===== src/rtl/pipe_hazard_ctrl.sv =====
// rtl/pipe_hazard_ctrl.sv - pipeline stall/flush/redirect controller for the 5-stage RV32I core
//
// Purpose: resolves load-use hazards, EX-resolved taken branches/jumps and
// data-memory wait states (with a sticky watchdog). The response for each cycle
// is combinational (zero latency), and the priority is freeze > jump > load-use.
//
// Optional feature: define PIPE_PERF_CNT_EN to instantiate the stall/flush
// performance counters. When it is undefined, both counter outputs are tied to 0.
//
// Ports:
//   clk, rst_n            clock (rising edge) and asynchronous active-low reset
//   id_rs1_i/id_rs2_i     source register indices of the instruction in ID
//   id_rs1_en_i/_rs2_en_i the ID instruction really reads that source
//   ex_rd_i, ex_is_load_i destination and load flag of the instruction in EX
//   ex_jump_i             taken branch / JAL / JALR in EX
//   ex_jump_addr_i        target of that jump
//   mem_req_i/mem_ready_i data access outstanding / completing this cycle
//   pc_hold_o, pc_redirect_o, pc_redirect_addr_o       PC controls
//   *_stall_o, *_flush_o  pipeline register controls
//   mem_timeout_o         sticky watchdog error flag
//   perf_stall_cnt_o      pc_hold cycles (optional feature)
//   perf_flush_cnt_o      redirect cycles (optional feature)

module pipe_hazard_ctrl #(
  parameter int MEM_TIMEOUT = 16,
  parameter int TO_W        = 8
) (
  input  logic        clk,
  input  logic        rst_n,
  input  logic [4:0]  id_rs1_i,
  input  logic [4:0]  id_rs2_i,
  input  logic        id_rs1_en_i,
  input  logic        id_rs2_en_i,
  input  logic [4:0]  ex_rd_i,
  input  logic        ex_is_load_i,
  input  logic        ex_jump_i,
  input  logic [31:0] ex_jump_addr_i,
  input  logic        mem_req_i,
  input  logic        mem_ready_i,
  output logic        pc_hold_o,
  output logic        pc_redirect_o,
  output logic [31:0] pc_redirect_addr_o,
  output logic        if_id_stall_o,
  output logic        if_id_flush_o,
  output logic        id_ex_stall_o,
  output logic        id_ex_flush_o,
  output logic        ex_mem_stall_o,
  output logic        mem_wb_stall_o,
  output logic        mem_timeout_o,
  output logic [31:0] perf_stall_cnt_o,
  output logic [31:0] perf_flush_cnt_o
);

  localparam logic [0:0] ST_RUN  = 1'b0;
  localparam logic [0:0] ST_MEMW = 1'b1;

  localparam logic [TO_W-1:0] CNT_ONE  = TO_W'(1);
  localparam logic [TO_W-1:0] CNT_MAX  = TO_W'(MEM_TIMEOUT);
  localparam logic [TO_W-1:0] CNT_LAST = TO_W'(MEM_TIMEOUT - 1);

  logic [0:0]      state, state_nxt;
  logic [TO_W-1:0] wait_cnt, wait_nxt;
  logic            timeout_q;

  logic freeze, jump, lu;

  assign freeze = mem_req_i & ~mem_ready_i;
  assign jump   = ex_jump_i;
  // x0 is never a real destination, so a load into x0 creates no dependency
  assign lu     = ex_is_load_i & (ex_rd_i != 5'd0) &
                  ((id_rs1_en_i & (id_rs1_i == ex_rd_i)) |
                   (id_rs2_en_i & (id_rs2_i == ex_rd_i)));

  always_comb begin
    state_nxt = state;
    wait_nxt  = wait_cnt;
    case (state)
      ST_RUN: begin
        if (freeze) begin
          state_nxt = ST_MEMW;
          wait_nxt  = CNT_ONE;
        end else begin
          state_nxt = ST_RUN;
          wait_nxt  = '0;
        end
      end
      ST_MEMW: begin
        if (freeze) begin
          state_nxt = ST_MEMW;
          wait_nxt  = (wait_cnt >= CNT_MAX) ? CNT_MAX : wait_cnt + CNT_ONE;
        end else begin
          state_nxt = ST_RUN;
          wait_nxt  = '0;
        end
      end
      default: begin
        state_nxt = ST_RUN;
        wait_nxt  = '0;
      end
    endcase
  end

  always_ff @(posedge clk or negedge rst_n) begin
    if (!rst_n) begin
      state     <= ST_RUN;
      wait_cnt  <= '0;
      timeout_q <= 1'b0;
    end else begin
      state    <= state_nxt;
      wait_cnt <= wait_nxt;
      // The first freeze cycle sees wait_cnt == 0, so this fires on the edge
      // that closes the MEM_TIMEOUT-th consecutive freeze cycle. It is sticky,
      // and it does not release the freeze.
      if (freeze && (wait_cnt == CNT_LAST)) begin
        timeout_q <= 1'b1;
      end
    end
  end

  assign mem_timeout_o = timeout_q;

  // Outputs are forced to their reset values while rst_n is low, so an
  // asynchronous reset in the middle of a wait drops the stalls immediately.
  always_comb begin
    pc_hold_o          = 1'b0;
    pc_redirect_o      = 1'b0;
    pc_redirect_addr_o = '0;
    if_id_stall_o      = 1'b0;
    if_id_flush_o      = 1'b0;
    id_ex_stall_o      = 1'b0;
    id_ex_flush_o      = 1'b0;
    ex_mem_stall_o     = 1'b0;
    mem_wb_stall_o     = 1'b0;
    if (rst_n) begin
      pc_redirect_addr_o = ex_jump_addr_i;
      if (freeze) begin
        // Whole pipe holds. A pending jump or load-use stays in the frozen
        // registers and is acted on in the cycle the access completes.
        pc_hold_o      = 1'b1;
        if_id_stall_o  = 1'b1;
        id_ex_stall_o  = 1'b1;
        ex_mem_stall_o = 1'b1;
        mem_wb_stall_o = 1'b1;
      end else if (jump) begin
        // The dependent instruction in ID is flushed, so any load-use is moot
        pc_redirect_o = 1'b1;
        if_id_flush_o = 1'b1;
        id_ex_flush_o = 1'b1;
      end else if (lu) begin
        // One bubble: the load reaches MEM next cycle and can be forwarded
        pc_hold_o     = 1'b1;
        if_id_stall_o = 1'b1;
        id_ex_flush_o = 1'b1;
      end
    end
  end

`ifdef PIPE_PERF_CNT_EN
  logic [31:0] stall_cnt, flush_cnt;

  always_ff @(posedge clk or negedge rst_n) begin
    if (!rst_n) begin
      stall_cnt <= '0;
      flush_cnt <= '0;
    end else begin
      stall_cnt <= stall_cnt + 32'(pc_hold_o);
      flush_cnt <= flush_cnt + 32'(pc_redirect_o);
    end
  end

  assign perf_stall_cnt_o = stall_cnt;
  assign perf_flush_cnt_o = flush_cnt;
`else
  assign perf_stall_cnt_o = '0;
  assign perf_flush_cnt_o = '0;
`endif

endmodule


===== config.mk =====
export PLATFORM = sky130hd
export DESIGN_NAME = pipe_hazard_ctrl
export DESIGN_NICKNAME = d
export VERILOG_FILES = /design/src/rtl/pipe_hazard_ctrl.sv
export SDC_FILE = /design/constraint.sdc
export NUM_CORES = 1
export LEC_CHECK = 0
export CAP_MARGIN = 40
export CORE_MARGIN = 8
export CORE_UTILIZATION = 29
export CTS_BUF_LIST = sky130_fd_sc_hd__clkbuf_2
export DETAILED_ROUTE_END_ITERATION = 10
export GPL_TIMING_DRIVEN = 0
export PLACE_DENSITY = 0.95
export SKIP_LAST_GASP = 1
export SYNTH_ARGS = -nofsm -noshare
export SYNTH_HDL_FRONTEND = slang
export SYNTH_SLANG_ARGS = --single-unit

===== constraint.sdc =====
create_clock -name clk -period 3.89 [get_ports clk]
set_clock_uncertainty 0.1 [all_clocks]
set_input_delay 0.778 -clock clk [delete_from_list [all_inputs] [get_ports clk]]
set_output_delay 0.778 -clock clk [all_outputs]
set_load 0.01 [all_outputs]

# Word level (Yosys, flattened, before mapping)
# Cells that the tools add are included.
dict set report totals {
  regBits 10
  word_cells 35
  in_bits 55
}
dict set report classes {
  mux 17
  n_eq_ne 3
  magnitude_cmp 1
  add_sub_neg 1
  reduce_logical 2
  n_bitwise 8
}
# op count
set op_table {}
lappend op_table {{$mux W32} 1}
lappend op_table {{$mux W8} 2}
lappend op_table {{$pmux W8 S2} 1}
lappend op_table {{$mux W1} 13}
lappend op_table {{$eq A5 B5 Y1} 2}
lappend op_table {{$add A8 B1 Y8 const B} 1}
lappend op_table {{$eq A8 B4 Y1 const B} 1}
lappend op_table {{$ge A8 B5 Y1 const B} 1}
lappend op_table {{$and A1 B1 Y1} 5}
lappend op_table {{$reduce_bool A5 Y1} 1}
lappend op_table {{$not A1 Y1} 2}
lappend op_table {{$logic_and A1 B1 Y1} 1}
lappend op_table {{$or A1 B1 Y1} 1}

# Longest topological paths before layout
dict set report logic_depth {
  word_depth 8
  depth_mapped 5
  ltp_nobuf 4
}

# Least setup slack after synthesis
# Ideal clock, no wire load.
dict set report synth_path {
  kind {input -> output}
  start {input ex_rd_i[3]}
  end {output pc_hold_o}
  slack_ns 0.881
  path_stages 5
  t_arrival_ns 2.131
  path_buffers 1
  required_time_ns 3.012
  cell_sequence {xor2_1 -> nor4_2 -> a32oi_1 -> o41ai_1 -> buf_4}
}
dict set report synth_between {
  elab_chain_cells 8
  elab_cells_between_ends 12
  cone_classes {eq/ne (2); mux (4); bitwise (5); reduce/logical (1)}
}
# item line
set synth_lines {}
lappend synth_lines {{from (decl)} 34} ;# input logic [4:0] ex_rd_i,
lappend synth_lines {{$eq A5 B5 Y1 (on tied branches)} {71, 72}}
lappend synth_lines {{$and A1 B1 Y1 (on tied branches)} {71, 72}}
lappend synth_lines {{$or A1 B1 Y1} 71} ;# ((id_rs1_en_i & (id_rs1_i == ex_rd_i)) |
lappend synth_lines {{$and A1 B1 Y1 (*)} 70} ;# assign lu = ex_is_load_i & (ex_rd_i != 5'd0) &
lappend synth_lines {{$mux W1 (*) (4 in series)} n/a}
lappend synth_lines {{to (decl)} 40} ;# output logic pc_hold_o,
# Every way passes the cells marked *; elsewhere a longest branch is shown, timed or not.

# Worst setup path after layout
dict set report layout_path {
  start {input ex_rd_i[1]}
  end {output id_ex_flush_o}
}
dict set report layout_between {
  elab_chain_cells 8
  elab_cells_between_ends 12
  cone_classes {eq/ne (2); mux (4); bitwise (5); reduce/logical (1)}
}
# item line
set layout_lines {}
lappend layout_lines {{$eq A5 B5 Y1 (on tied branches)} {71, 72}}
lappend layout_lines {{$and A1 B1 Y1 (on tied branches)} {71, 72}}
lappend layout_lines {{$or A1 B1 Y1} 71}
lappend layout_lines {{$and A1 B1 Y1 (*)} 70}
lappend layout_lines {{$mux W1 (*)} 149} ;# end else if (lu) begin
lappend layout_lines {{$mux W1 (*)} 144} ;# end else if (jump) begin
lappend layout_lines {{$mux W1 (*)} 136} ;# if (freeze) begin
lappend layout_lines {{$mux W1 (*)} 134} ;# if (rst_n) begin
lappend layout_lines {{to (decl)} 46} ;# output logic id_ex_flush_o,
# Marked as above.

==> out/qor.yml <==
yosys-top-cells-count: "buf_4, and2_1, dfrtp_1, xor2_1, inv_1"
wirelength_mm: 4.73
clk_pin_slew_ps: 90
regArea_um2: 250
cellPowerDensity_mw_per_mm2: 155
port-buffer-count: 95
layout.cells.non_filler: 376
wl_per_cell_um: 12.6
num_rows: 24
max_slew_margin_pct: 54.9
io_pins: 160
period_minus_slack_ps: 3790
met3_usage_pct: 6.71
r2r_cells: 3
synth.cell_area_mm2: 0.00127
coreArea_mm2: 0.00429
yosysTopAreaCell: "buf_4"
post-cts-setup-buffers: 0
fp.dieW_um: 82.2
synthArstFlopShare_pct: 100
num_antenna_cells: 0
critical_path.cell_chain: "clkdlybuf4s50_1, xor2_1, nor4_2, a32oi_2, o41ai_1, clkdlybuf4s50_1"
worstMarginPinSlew_ps: 671
avgSynthCellArea_um2: 8.00
holdBufCountCts: 0
die_area_mm2: 0.00676
ant_nets: 0
holdPathStages: 1
grtUsageMet2_pct: 27.3
required_ps: 3010
synthTopCellsByArea: "buf_4, dfrtp_1, and2_1, xor2_1, inv_1"
fp.dieH_um: 82.2
viasPerCell: 3.65
r2r_start: "wait_cnt[6]$_DFF_PN0_"
status: "complete, no violations"
cpMaxStageDelayCell: "clkdlybuf4s50_1"
dp_hpwl_mm: 4.35
grt.busiest_layer: "met2"
setup_slack_ps: 102
hold_class: "reg2reg"
via_count: 1371
gp_congestion: 0.778
finalHoldViolations: 0
crit_type: "in2out"
synth_top_area_share_pct: 40.1
synthCells: 159
syn_to_final_growth_pct: 103
grt_max_degree: 19
gr-total-overflow: 0
seq_area_frac_synth_pct: 19.7
synth_flop_cell: "dfrtp_1"
grt_pass1_wl_mm: 6.87
min_from: "state$_DFF_PN0_"
drtIter0Drc: 29
path_max_fanout: 3
ys_types: 22
final-setup-viol-count: 0
ys_ff_latch: 10
nets: 382
cts_buffers: 3
final_util_pct: 60.3
grt_usage_pct: 13.0
cts-root-buf: "clkbuf_2"
reg2reg_to: "wait_cnt[2]$_DFF_PN0_"
antenna_found_initial: 0
cp_slowest_stage_delay_ps: 610
yosysMostFrequentCell: "buf_4"
finalPower_mw: 0.400
cts_tree: "built"
drv_cap: 0
grt_setup_unrepaired: "no"
first_pass_iters: 4
slew_viol_final: 0
crit_arrival_ps: 2910
clk_latency_ps: 260
clk_path_buf_depth: 2
numClockSinks: 10
grtUsageMet1_pct: 10.5
drc: 0
cts-htree-levels: 1
worstSetupEndpointType: "output pin"
drive_gt1_share_pct: 22.8
multi_input_area_um2: 748
p_leak_nw: 1.38
fillers: 374
period_share_pct: 97.4
critPathMostFrequentCell: "clkdlybuf4s50_1"
irDropWorstVdd_mv: 0.109
synth_warnings: 0
dp.cells: 372
grt_pass1_vias: 1360
max_freq_mhz: 264
min_delay_worst_endpoint: "wait_cnt[0]$_DFF_PN0_"
synth-edff-count: 0
start_kind: "input port"
r2r_slack_ps: 2350
pre_cts_slack_ps: -58.9
initial_core_util_pct: 29.6
==> worst max path at each step <==
stage | startpoint | end | cells after the start
final | ex_rd_i[1] | id_ex_flush_o | 6
after global routing | rst_n | mem_wb_stall_o | 6
after CTS | ex_rd_i[3] | pc_hold_o | 7
after detailed placement | rst_n | pc_hold_o | 5
after global placement | rst_n | pc_hold_o | 5
after floorplan | ex_rd_i[3] | pc_hold_o | 5
==> sequential cells by signal (all words and copies together) (netlist names) <==
name and flops:
mem_timeout_o 1, state 1, wait_cnt 8
==> placed cells by master (no fill, tap or decap), drive strengths merged <==
cell and n:
dlygate4sd2 1, ha 2, and2 33, clkinv 1, clkdlybuf4s50 91, nand2b 1, buf 68, nand3 4
a32oi 1, o21ai 1, or4 1, dlymetal6s2s 3, a21oi 2, xnor2 3, clkbuf 6, nor4 3
nand2 3, xor2 9, conb 67, dfrtp 10, o41ai 2, inv 7, nor2 4, a21o 1
==> routing by layer <==
metal	share of wire, %	up-vias
met1	26	599
met5	0	-
met4	0.36	0
met2	58	79
met3	15	4
li1	-	689
==> per-stage QoR <==
stage | setup TNS (ps) | hold slack, ps | area, um2
after global routing | 0 | 423 | 2590
final | 0 | 391 | 2590
after detailed placement | -58.9 | 368 | 2540
after CTS | 0 | 381 | 2560
after global placement | -42.7 | 341 | 2540
after floorplan | 0 | 340 | 1520
==> kinds of logic after synthesis <==
family | Yosys count | share of synthesized area (%)
other | 1 | 0.295
flip-flops | 10 | 19.7
AO/OA/AOI/OAI | 7 | 3.84
buffers and inverters | 78 | 43.1
adder cells (fa/ha/maj) | 2 | 1.97
XOR/XNOR | 12 | 8.26
AND/OR/NAND/NOR | 49 | 22.9
==> layout make-up <==
| class | count | share of cell area, % |
|---|---|---|
| inverters | 7 | 1.02 |
| clock inverters | 1 | 0.145 |
| clock buffers | 3 | 0.580 |
| plain buffers | 71 | 20.2 |
| flip-flops and latches | 10 | 9.67 |
| multi-input cells | 137 | 28.9 |
| repair buffers | 95 | 37.0 |
| well taps | 52 | 2.51 |
==> critical path: cells and delay by family <==
kind	cells	cell delay [ps]
buf+inv	2	1090
compound gates	2	530
simple gates	1	310
xor+xnor	1	210
==> power by group <==
part / leakage (nW) / total, mW / switching (mW) / internal [mW]
Sequential: 0.131 / 0.108 / 0.00141 / 0.107
Clock: 0.0140 / 0.0583 / 0.0360 / 0.0223
Combinational: 1.23 / 0.234 / 0.0924 / 0.142
==> what timing repair did <==
action,CTS,global route
endpoints found under the setup margin,2,2
gates resized for setup,2,5
pin swaps,0,3
Power figures use the tool's default switching activity.
==> RTL edit (config.mk and constraints unchanged) <==
Set the parameter `TO_W` to 7 (it was 8).
--- a/src/rtl/pipe_hazard_ctrl.sv
+++ b/src/rtl/pipe_hazard_ctrl.sv
@@ -25,3 +25,3 @@
   parameter int MEM_TIMEOUT = 16,
-  parameter int TO_W        = 8
+  parameter int TO_W        = 7
 ) (
Behaviour: no difference found for any inputs over 10 cycles, from zero or initial values and one cycle with rst_n low; that may be too few to reach the edited logic, so the function may still have changed.
==> RTL edit against the unedited design <==
First-iteration DRC count shrank 59%; power shrank 2.9%; worst hold slack lost 0.018 ns; final area shrank 1.4%; area after synthesis shrank 2.1%; wire length shrank 4.7%; non-clock buffer count grew 2; register-to-register slack gained 0.32 ns; cell count is the same; worst setup slack gained 0.068 ns; via count shrank 2.5%; sequential cell count shrank 1; critical endpoint is now pc_hold_o.
==> RTL edit: results (changes against the unedited design) <==
\begin{tabular}{lr}
\hline
Metric & Value \\
\hline
\multicolumn{2}{l}{\textbf{Logic synthesis}} \\
List of most frequent post-synthesis cells & sky130\_fd\_sc\_hd\_\_buf\_4 (68), sky130\_fd\_sc\_hd\_\_and2\_1 (32), sky130\_fd\_sc\_hd\_\_dfrtp\_1 (9), sky130\_fd\_sc\_hd\_\_xor2\_1 (9), sky130\_fd\_sc\_hd\_\_inv\_1 (7) \\
Number of library cell types mapped by synthesis & 23 (+4.5\%) \\
Top area cells in the synthesized netlist & sky130\_fd\_sc\_hd\_\_buf\_4 (41\%), sky130\_fd\_sc\_hd\_\_dfrtp\_1 (18\%), sky130\_fd\_sc\_hd\_\_and2\_1 (16\%) \\
Cells after synthesis & 158 (-0.63\%) \\
FFs w/ async S/R, synth & 1.00 (unchanged) \\
\multicolumn{2}{l}{\textbf{Placement}} \\
DPL Wire Length & 4200 µm (-3.4\%) \\
Number of placed cells counting well taps & 370 (-0.54\%) \\
Setup WS pre-CTS & -0.176 ns (-0.117 ns) \\
Placer congestion estimate & 0.750 (-3.6\%) \\
\multicolumn{2}{l}{\textbf{Power and ir drop}} \\
Leakage power summed over all cells & 1.35 nW (-1.9\%) \\
Power in the clock group & 0.0000603 W (+3.4\%) \\
Sequential power & 0.0000972 W (-10\%) \\
Maximum VDD drop & 0.0000808 V (-26\%) \\
Cell internal pwr & 0.000265 W (-2.1\%) \\
\multicolumn{2}{l}{\textbf{Critical path}} \\
Start of the worst register-to-register path & wait\_cnt[5] \\
Arrival time at the worst endpoint & 2.84 ns (-0.07 ns) \\
Setup slack on the worst flop-to-flop path & 2.67 ns (+0.32 ns) \\
Capturing instance or port of the critical path & pc\_hold\_o \\
Reg-to-Reg End & wait\_cnt[3] \\
Crit path from & ex\_rd\_i[3] \\
Delay contributed by the slowest stage of the critical path & 0.47 ns (-0.14 ns) \\
\multicolumn{2}{l}{\textbf{Global routing}} \\
Largest net degree at the start of global routing & 18 (-1) \\
Number of global-route vias before repair & 1365 (+0.37\%) \\
Wire length of the first global-routing pass & 6450 µm (-6.1\%) \\
Overall Global Routing Usage & 0.124 (-0.00615) \\
\multicolumn{2}{l}{\textbf{Final layout}} \\
Share of final-layout standard cells stronger than drive strength 1 & 0.235 (+0.00617) \\
Largest register FFs & 7 (-1) \\
\multicolumn{2}{l}{\textbf{Routing}} \\
Number of vias per cell after detailed routing & 3.56 (-2.5\%) \\
DRC violation total after the first TritonRoute iteration & 12 (-59\%) \\
Post-detailed-route wirelength per cell & 12.0 µm (-4.7\%) \\
\multicolumn{2}{l}{\textbf{Run status}} \\
Outcome & complete, no violations \\
\multicolumn{2}{l}{\textbf{Timing}} \\
Period utilisation layout & 0.956 (-0.0175) \\
Worst Tran Pin Value & 0.664 ns (-0.00699 ns) \\
Tightest hold margin & 0.373 ns (-0.0175 ns) \\
\multicolumn{2}{l}{\textbf{Clock tree}} \\
Post-CTS setup buffer count & 1 (+1) \\
Quantity of gates resized following cts & 3 (+1) \\
\multicolumn{2}{l}{\textbf{Floorplanning}} \\
Die area & 0.00665 mm² (-1.7\%) \\
\hline
\end{tabular}
-- RTL edit: area by class of cell --
cell class              count  area [µm²]
plain buffers              71         522
clock buffers               4        20.0
fillers                   353        1680
inverters                   7        26.3
multi-input cells         136         724
flip-flops and latches      9         225
well taps                  52        65.1
repair buffers             97         968
-- RTL edit: metal layers --
| metal | global-route usage | share of wire | up-vias |
|---|---|---|---|
| met2 | 0.240 | 0.51 | 99 |
| met5 | 0 | 0 | - |
| met3 | 0.0799 | 0.18 | 4 |
| met1 | 0.101 | 0.30 | 544 |
| li1 | - | - | 690 |
| met4 | 0.0321 | 0.0051 | 0 |
-- RTL edit: logic make-up (layout without fill, tap and decap cells) --
family / after synthesis / after routing / share of synthesized area
fa+ha+maj: 2 / 2 / 0.0201
simple gates: 49 / 49 / 0.233
flops: 9 / 9 / 0.181
compound gates: 7 / 7 / 0.0392
other cells: 1 / 66 / 0.00301
buf+inv: 78 / 179 / 0.440
xor+xnor: 12 / 12 / 0.0843
